===== src/rtl/kernel_launcher.sv =====
// Host-driven kernel launcher: loads program memory, resets and starts a core, then waits for halt.
// Optional RUN watchdog is compiled in with KERNEL_LAUNCHER_TIMEOUT_EN.
module kernel_launcher #(
    parameter int addr_width     = 32,
    parameter int data_width     = 32,
    parameter int timeout_cycles = 65536
) (
    input  logic                  clk,
    input  logic                  rst,

    input  logic                  cmd_valid,
    output logic                  cmd_ready,
    input  logic [1:0]            cmd_op,
    input  logic [data_width-1:0] cmd_data,

    output logic                  contr_mem_wr_en,
    output logic [addr_width-1:0] contr_mem_wr_addr,
    output logic [data_width-1:0] contr_mem_wr_data,

    output logic                  contr_core1_clr,
    output logic                  contr_core1_set_pc_req,
    output logic [data_width-1:0] contr_core1_set_pc_addr,
    output logic                  contr_core1_ena,
    input  logic                  contr_core1_halt,

    output logic                  busy,
    output logic                  done,
    output logic                  timed_out,
    output logic                  cmd_err,
    output logic [31:0]           cycle_count
);

    typedef enum logic [2:0] {
        S_IDLE,
        S_CLEAR,
        S_SET_PC,
        S_RUN,
        S_DONE
    } state_t;

    localparam logic [1:0] OP_SET_ADDR = 2'd0;
    localparam logic [1:0] OP_WRITE    = 2'd1;
    localparam logic [1:0] OP_LAUNCH   = 2'd2;

    localparam logic [addr_width-1:0] ADDR_STEP = addr_width'(4);

    state_t                state_q, state_d;
    logic [addr_width-1:0] wr_ptr_q, wr_ptr_d;
    logic [addr_width-1:0] wr_addr_q, wr_addr_d;
    logic [data_width-1:0] wr_data_q, wr_data_d;
    logic                  wr_en_q, wr_en_d;
    logic [data_width-1:0] pc_q, pc_d;
    logic                  err_q, err_d;
    logic [31:0]           cnt_q, cnt_d;
    logic                  cmd_fire;
    logic [addr_width-1:0] cmd_addr;
    logic                  timeout_hit;

    assign cmd_fire = cmd_valid && (state_q == S_IDLE);

    // Address commands take the low bits of cmd_data, zero-extended if the bus is narrower.
    generate
        if (addr_width <= data_width) begin : g_addr_slice
            assign cmd_addr = cmd_data[addr_width-1:0];
        end else begin : g_addr_ext
            assign cmd_addr = {{(addr_width-data_width){1'b0}}, cmd_data};
        end
    endgenerate

`ifdef KERNEL_LAUNCHER_TIMEOUT_EN
    localparam logic [32:0] TIMEOUT_LIM = 33'(timeout_cycles);

    logic to_q, to_d;

    // The current RUN cycle is the timeout_cycles-th one once it has been counted.
    assign timeout_hit = (state_q == S_RUN) && (({1'b0, cnt_q} + 33'd1) >= TIMEOUT_LIM);
`else
    assign timeout_hit = 1'b0;
`endif

    always_ff @(posedge clk) begin
        if (!rst) begin
            state_q   <= S_IDLE;
            wr_ptr_q  <= '0;
            wr_addr_q <= '0;
            wr_data_q <= '0;
            wr_en_q   <= 1'b0;
            pc_q      <= '0;
            err_q     <= 1'b0;
            cnt_q     <= '0;
`ifdef KERNEL_LAUNCHER_TIMEOUT_EN
            to_q      <= 1'b0;
`endif
        end else begin
            state_q   <= state_d;
            wr_ptr_q  <= wr_ptr_d;
            wr_addr_q <= wr_addr_d;
            wr_data_q <= wr_data_d;
            wr_en_q   <= wr_en_d;
            pc_q      <= pc_d;
            err_q     <= err_d;
            cnt_q     <= cnt_d;
`ifdef KERNEL_LAUNCHER_TIMEOUT_EN
            to_q      <= to_d;
`endif
        end
    end

    always_comb begin
        state_d   = state_q;
        wr_ptr_d  = wr_ptr_q;
        wr_addr_d = wr_addr_q;
        wr_data_d = wr_data_q;
        wr_en_d   = 1'b0;
        pc_d      = pc_q;
        err_d     = 1'b0;
        cnt_d     = cnt_q;
`ifdef KERNEL_LAUNCHER_TIMEOUT_EN
        to_d      = to_q;
`endif

        case (state_q)
            S_IDLE: begin
                if (cmd_fire) begin
                    case (cmd_op)
                        OP_SET_ADDR: wr_ptr_d = cmd_addr;
                        OP_WRITE: begin
                            wr_en_d   = 1'b1;
                            wr_addr_d = wr_ptr_q;
                            wr_data_d = cmd_data;
                            wr_ptr_d  = wr_ptr_q + ADDR_STEP;
                        end
                        OP_LAUNCH: begin
                            pc_d    = cmd_data;
                            state_d = S_CLEAR;
                        end
                        default: err_d = 1'b1;
                    endcase
                end
            end
            S_CLEAR: state_d = S_SET_PC;
            S_SET_PC: begin
                state_d = S_RUN;
                cnt_d   = '0;
`ifdef KERNEL_LAUNCHER_TIMEOUT_EN
                to_d    = 1'b0;
`endif
            end
            S_RUN: begin
                if (cnt_q != 32'hFFFF_FFFF) begin
                    cnt_d = cnt_q + 32'd1;
                end
                // A halt seen in the same cycle as the watchdog expiry is a normal completion.
                if (contr_core1_halt) begin
                    state_d = S_DONE;
                end else if (timeout_hit) begin
                    state_d = S_DONE;
`ifdef KERNEL_LAUNCHER_TIMEOUT_EN
                    to_d    = 1'b1;
`endif
                end
            end
            S_DONE: state_d = S_IDLE;
            default: state_d = S_IDLE;
        endcase
    end

    assign cmd_ready               = (state_q == S_IDLE);
    assign busy                    = (state_q != S_IDLE);
    assign done                    = (state_q == S_DONE);
    assign cmd_err                 = err_q;
    assign cycle_count             = cnt_q;

    assign contr_mem_wr_en         = wr_en_q;
    assign contr_mem_wr_addr       = wr_addr_q;
    assign contr_mem_wr_data       = wr_data_q;

    assign contr_core1_clr         = (state_q == S_CLEAR);
    assign contr_core1_set_pc_req  = (state_q == S_SET_PC);
    assign contr_core1_set_pc_addr = pc_q;
    assign contr_core1_ena         = (state_q == S_RUN);

`ifdef KERNEL_LAUNCHER_TIMEOUT_EN
    assign timed_out = (state_q == S_DONE) && to_q;
`else
    assign timed_out = 1'b0;
`endif

endmodule


===== config.mk =====
export PLATFORM = sky130hd
export DESIGN_NAME = kernel_launcher
export DESIGN_NICKNAME = d
export VERILOG_FILES = /design/src/rtl/kernel_launcher.sv
export SDC_FILE = /design/constraint.sdc
export NUM_CORES = 1
export LEC_CHECK = 0
export CORE_ASPECT_RATIO = 1.25
export CORE_MARGIN = 5
export CORE_UTILIZATION = 35
export CTS_CLUSTER_DIAMETER = 60
export DETAILED_ROUTE_END_ITERATION = 6
export HOLD_SLACK_MARGIN = 0.08
export PLACE_DENSITY_LB_ADDON = 0.12
export SLEW_MARGIN = 15
export SYNTH_ARGS = -nofsm -noshare
export SYNTH_HDL_FRONTEND = slang
export SYNTH_SLANG_ARGS = --single-unit

===== constraint.sdc =====
create_clock -name clk -period 2.3 [get_ports clk]
set_clock_uncertainty 0.05 [all_clocks]
set_input_delay 0.46 -clock clk [delete_from_list [all_inputs] [get_ports clk]]
set_output_delay 0.46 -clock clk [all_outputs]
set_load 0.02 [all_outputs]

==> impl_metrics.json, run 1 <==
{
  "status": "finished, final reports clean",
  "antenna_left": 0,
  "async_reset_ff_share_pct": 0,
  "wl_met1_mm": 10.3,
  "hold_viol": 0,
  "post-dp-hpwl_mm": 17.7,
  "num_io_pins": 175,
  "synth_xor_area_share_pct": 0,
  "crit_chain": "nand2b_1 > nor2_1 > dlygate4sd2_1",
  "clkLatencyLatePin_ps": 430,
  "postSynthAreaPerCell_sq_um": 7.78,
  "min_to": "contr_mem_wr_addr[18]",
  "worstReg2RegEnd": "wr_ptr_q[28]",
  "fin_crit_ps": 2120,
  "synth_top_family_by_area": "simple AND/OR/NAND/NOR gates",
  "initialDrtViolationCount": 415,
  "synth_compound_area_share_pct": 21.7,
  "ys_types": 64,
  "die_w_um": 138,
  "initial_core_util_pct": 35.7,
  "cts_tree": "yes",
  "fmax_ghz": 0.472,
  "crit_type": "reg2out",
  "worst_ep_required_time_ps": 1790,
  "clockRootBuffer": "clkbuf_16",
  "cpPeakStageDelay_ps": 380,
  "grt_pass1_vias": 7047,
  "clkTransAtPathRegs_ps": 70,
  "nets": 1169,
  "synth-seq-cells": 165,
  "drv_cap": 0,
  "finalCritPeriodShare_pct": 92.2,
  "synth_edf_count": 0,
  "synthesis.nets": 965,
  "grt-ovfl-total": 0,
  "rows": 58,
  "yosys_warnings": 0,
  "cpMaxStageDelayCell": "dlygate4sd2_1",
  "vias": 7490,
  "top_layer": "met4",
  "grt_pass1_wl_mm": 38.4,
  "grt_use_total_pct": 20.0,
  "syn_area_sq_um": 7200,
  "yosys.area.top_type": "dfxtp_1",
  "grt_max_degree": 55,
  "gp_congestion": 0.862,
  "wire_per_inst_um": 17.1,
  "numClockSinks": 165,
  "insertedDiodeCount": 0,
  "setup_viol": 0,
  "r2r_setup_slack_ps": 220,
  "area_growth_pct": 43.1,
  "endpoint_kind": "primary output",
  "vias_per_cell": 5.30,
  "fp.dieH_um": 170,
  "design.die.area_sq_um": 23600,
  "postCtsHoldBufs": 0,
  "leakage_nw": 3.58,
  "power.total_w": 0.00663,
  "vdd_drop_max_uv": 457,
  "drive_gt1_share_pct": 11.9,
  "io_buffers": 173,
  "synth_ff_type": "dfxtp_1",
  "arrival_ps": 1610,
  "synth_fa_ha_area_share_pct": 0.348,
  "dr.pass1.iters": 5,
  "drv_slew": 0,
  "route.met3.wl_mm": 1.49,
  "path_max_fanout": 7,
  "drt-total-wl_mm": 24.1,
  "synth_top_area_share_pct": 45.9,
  "ys_seq_area_share_pct": 45.9,
  "hp-class": "reg2reg",
  "worst_slew_pin_slew_ps": 556,
  "worstRegToRegCells": 6,
  "synth_most_common_cell": "nand2_1",
  "synth_common_cells": "nand2_1 (244), dfxtp_1 (165), a21oi_1 (132)",
  "cp-start-kind": "flip-flop",
  "holdCritStartpoint": "contr_mem_wr_addr[18]",
  "synthCells": 925,
  "whs_path_depth": 2,
  "coreArea_sq_um": 20200,
  "reg2reg_from": "wr_ptr_q[3]",
  "timing.hold.ws_ps": 404,
  "synth.mux.area_fraction_pct": 0.573,
  "wl_met2_mm": 11.9,
  "synth-simple-area-share_pct": 26.6,
  "ctsLongestPathBuffers": 2,
  "antenna_found_initial": 0,
  "power_density_nw_per_um2": 643,
  "cts_buffers": 17,
  "slew_headroom_pct": 62.7,
  "drc_errors": 0,
  "synth_area_leaders": "dfxtp_1 (46%), nand2_1 (13%), a21oi_1 (9.2%), clkbuf_1 (2.2%), o21ai_0 (2.2%)",
  "rsz0062_at_grt": "no",
  "htreeDepth": 4
}
cells in the final DEF (no fill, tap or decap), drive strengths merged, types with 6 or more instances in the layout:
master and instances:
buf 77, dfxtp 165, clkdlybuf4s50 167, clkbuf 18, nor3 26, a211oi 10
nor2 35, a311oi 7, nand3 27, o21ai 32, a31oi 20, and4 6
nand2 244, nand4 16, o211ai 8, inv 23, nor4 14, or3 9
a21oi 132, and3 17
critical path, delay by kind of cell, from the launching register on:
kind	cells	cell delay (ps)
DFF	1	370
buffers and inverters	1	380
and+or+nand+nor	2	430
flip-flops by register name (all words and copies together), names as in the netlist:
name	cells
contr_mem_wr_data	32
cycle_count	32
contr_core1_set_pc_addr	32
cmd_err	1
contr_mem_wr_en	1
wr_ptr_q	32
state_q	3
contr_mem_wr_addr	32
per-layer routing:
layer,track usage [%],vias up
li1,-,3706
met1,24.4,3561
met2,34.3,195
met3,5.68,28
met4,6.40,0
met5,0,-
what timing repair did:
item / in CTS / in global routing
endpoints found under the setup margin: 5 / 16
gates resized for setup: 6 / 6
pin swaps: 0 / 1
buffers inserted: 0 / 1
metrics by stage:
step           cells  util, %  setup TNS, ps  worst slack (ps)  cell area, sq um
5_1_grt         1412     51.1              0              22.4             10300
6_report        1412     51.1              0               180             10300
4_1_cts         1411     50.9              0              19.6             10300
2_1_floorplan    925        -              0              90.3              7200
3_5_place_dp    1379     47.9          -6600              -172              9670
3_3_place_gp    1379     47.9          -4870              -159              9670
how the worst max path moves through the flow:
| stage | start | end | slack (ps) | cells past startpoint |
|---|---|---|---|---|
| after floorplan | state_q[1] | contr_core1_set_pc_addr[10] | 90 | 7 |
| after global placement | cmd_valid | wr_ptr_q[30] | -160 | 6 |
| after detailed placement | cmd_valid | wr_ptr_q[30] | -170 | 6 |
| after CTS | state_q[0] | done | 20 | 3 |
| after global routing | wr_ptr_q[11] | wr_ptr_q[29] | 20 | 5 |
| final | state_q[2] | contr_core1_set_pc_req | 180 | 3 |
where the power goes:
part           leakage [nW]  switching [W]  internal [W]
Combinational          1.95       0.000392      0.000297
Clock                 0.296        0.00127       0.00166
Sequential             1.34      0.0000646       0.00294
Total                  3.58        0.00173       0.00490
kinds of logic after synthesis:
kind of cell             count (synthesis)
flip-flops                             165
buffers and inverters                   82
adder cells (fa/ha/maj)                  2
AO/OA/AOI/OAI                          257
multiplexers                             4
AND/OR/NAND/NOR                        414
other                                    1
area by class of cell:
type | instances | area (sq um)
well taps | 270 | 338
inverters | 17 | 66.3
multi-input cells | 678 | 3590
repair buffers | 250 | 2400
fillers | 1990 | 9870
flip-flops and latches | 165 | 3310
clock buffers | 18 | 439
clock inverters | 14 | 165
No activity file was read; power rests on OpenSTA's default activity.
==> inputs of run 2 (changes only) <==
--- a/config.mk
+++ b/config.mk
@@ -11,7 +11,6 @@
 export CTS_CLUSTER_DIAMETER = 60
 export DETAILED_ROUTE_END_ITERATION = 6
 export HOLD_SLACK_MARGIN = 0.08
-export PLACE_DENSITY_LB_ADDON = 0.12
 export SLEW_MARGIN = 15
 export SYNTH_ARGS = -nofsm -noshare
 export SYNTH_HDL_FRONTEND = slang
==> run 2 against run 1 <==
  * Via count shrank 0.63%
  * Critical path depth shrank 1
  * Clock power grew 2%
  * Clock-buffer cell count is the same
  * Sequential share of layout area shrank 0.16 points
  * Non-clock buffer count grew 1
  * Global-route usage shrank 0.14 points
  * Final area grew 0.46%
  * Flip-flop and latch count is the same
  * Maximum frequency shrank 1.5%
  * First-iteration DRC count grew 3.9%
  * Critical path type unchanged
  * Highest routed layer is now met5
==> impl_metrics.json, run 2 (synthesis results as in run 1) <==
{
  "drc_errors": 0,
  "nets": 1170,
  "startpoint": "state_q[1]",
  "top_layer": "met5",
  "power.total_w": 0.00669,
  "arrival_ps": 1640,
  "fin_crit_ps": 2150,
  "fp.dieH_um": 170,
  "cts_buffers": 17,
  "rows": 58,
  "die_w_um": 138,
  "clkTransAtPathRegs_ps": 70,
  "initialDrtViolationCount": 431,
  "gp_congestion": 0.871,
  "design.die.area_sq_um": 23600,
  "cpMaxStageDelayCell": "dfxtp_1",
  "r2r_setup_slack_ps": 180,
  "layoutNonFillerInstCount": 1413,
  "insertedDiodeCount": 0,
  "hold_viol": 0,
  "path_buf_inv": 1,
  "fmax_ghz": 0.465,
  "holdCritStartpoint": "contr_core1_set_pc_addr[12]",
  "initial_core_util_pct": 35.7,
  "dp_slack_ps": -112,
  "htreeDepth": 4,
  "clkLatencyLatePin_ps": 430,
  "drive_gt1_share_pct": 11.9,
  "post-dp-hpwl_mm": 17.3,
  "numClockSinks": 165,
  "num_io_pins": 175,
  "worst_ep_required_time_ps": 1790,
  "cpPeakStageDelay_ps": 500,
  "area_growth_pct": 43.7,
  "dp_cells": 1381,
  "vias": 7443,
  "wl_met1_mm": 10.3,
  "crit_chain": "and3b_1 > dlygate4sd2_1",
  "clockRootBuffer": "clkbuf_16",
  "cts_tree": "yes",
  "grt-ovfl-total": 0,
  "io_buffers": 173,
  "path_max_fanout": 9,
  "endpoint_kind": "primary output",
  "antenna_found_initial": 1,
  "leakage_nw": 3.56,
  "setup_viol": 0,
  "worst_slew_pin_slew_ps": 698,
  "postCtsHoldBufs": 0,
  "wl_met2_mm": 11.0,
  "antenna_left": 0,
  "slew_headroom_pct": 53.5,
  "vias_per_cell": 5.27,
  "status": "finished, final reports clean",
  "final_cell_mix": "nand2_1 (244), clkdlybuf4s50_1 (167), dfxtp_1 (164)",
  "coreArea_sq_um": 20200,
  "drt-total-wl_mm": 23.6,
  "fin_ws_ps": 148,
  "ctsLongestPathBuffers": 2,
  "hp-class": "reg2reg",
  "grt_pass1_wl_mm": 38.2,
  "power_density_nw_per_um2": 647,
  "timing.hold.ws_ps": 405,
  "reg2reg_from": "wr_ptr_q[11]",
  "wire_per_inst_um": 16.7,
  "crit_type": "reg2out",
  "route.met3.wl_mm": 1.85,
  "grt_pass1_vias": 7061,
  "drv_slew": 0,
  "rsz0062_at_grt": "no",
  "grt_max_degree": 53,
  "grt_use_total_pct": 19.9,
  "cp_top_family": "flip-flops",
  "dr.pass1.iters": 7,
  "finalCritPeriodShare_pct": 93.6,
  "final_common_cell": "nand2_1",
  "cp-start-kind": "flip-flop",
  "drv_cap": 0,
  "vdd_drop_max_uv": 522
}
==> run 2: stage by stage <==
step                      util (%)  setup TNS, ps  area (sq um)
after floorplan                  -              0          7200
after global placement        48.2           -797          9720
after detailed placement      48.2          -1530          9720
after CTS                     51.3              0         10300
after global routing          51.3              0         10300
final                         51.3              0         10300
==> run 2: tightest hold or removal path: stages, from the launching register on <==
cell and delay [ps]:
dfxtp_1 310, nand2_1 50, a21oi_1 50
==> run 2: layout make-up <==
class | count | area, sq um
inverter | 17 | 66.3
fill | 2045 | 9820
clock buffer | 18 | 439
timing repair buffer | 251 | 2440
multi-input combinational | 678 | 3580
clock inverter | 14 | 184
sequential | 165 | 3300
tap | 270 | 338
==> run 2: where the power goes <==
group	internal (W)	switching (W)	total, W	leakage, nW
Combinational	0.000301	0.000391	0.000693	1.92
Sequential	0.00294	0.0000621	0.00300	1.34
Clock	0.00169	0.00131	0.00300	0.304
Total	0.00493	0.00176	0.00669	3.56
==> run 2: path summary, 6_finish.rpt <==
path	endpoint	depth (start not counted)
min	contr_core1_set_pc_addr[12]	2
max reg2reg	wr_ptr_q[29]	5
max	contr_core1_ena	2
min reg2reg	contr_core1_set_pc_addr[12]	2
==> run 2: per-layer routing <==
| layer | vias up | track usage, % |
|---|---|---|
| li1 | 3711 | - |
| met1 | 3474 | 24.6 |
| met2 | 221 | 32.6 |
| met3 | 35 | 6.86 |
| met4 | 2 | 6.53 |
| met5 | - | 0 |
==> run 2: repair_timing <==
item                                    in CTS  in global routing
setup buffers                                0                  0
endpoints found under the setup margin       6                  2
cloned                                       0                  0
resized for setup                            7                  2
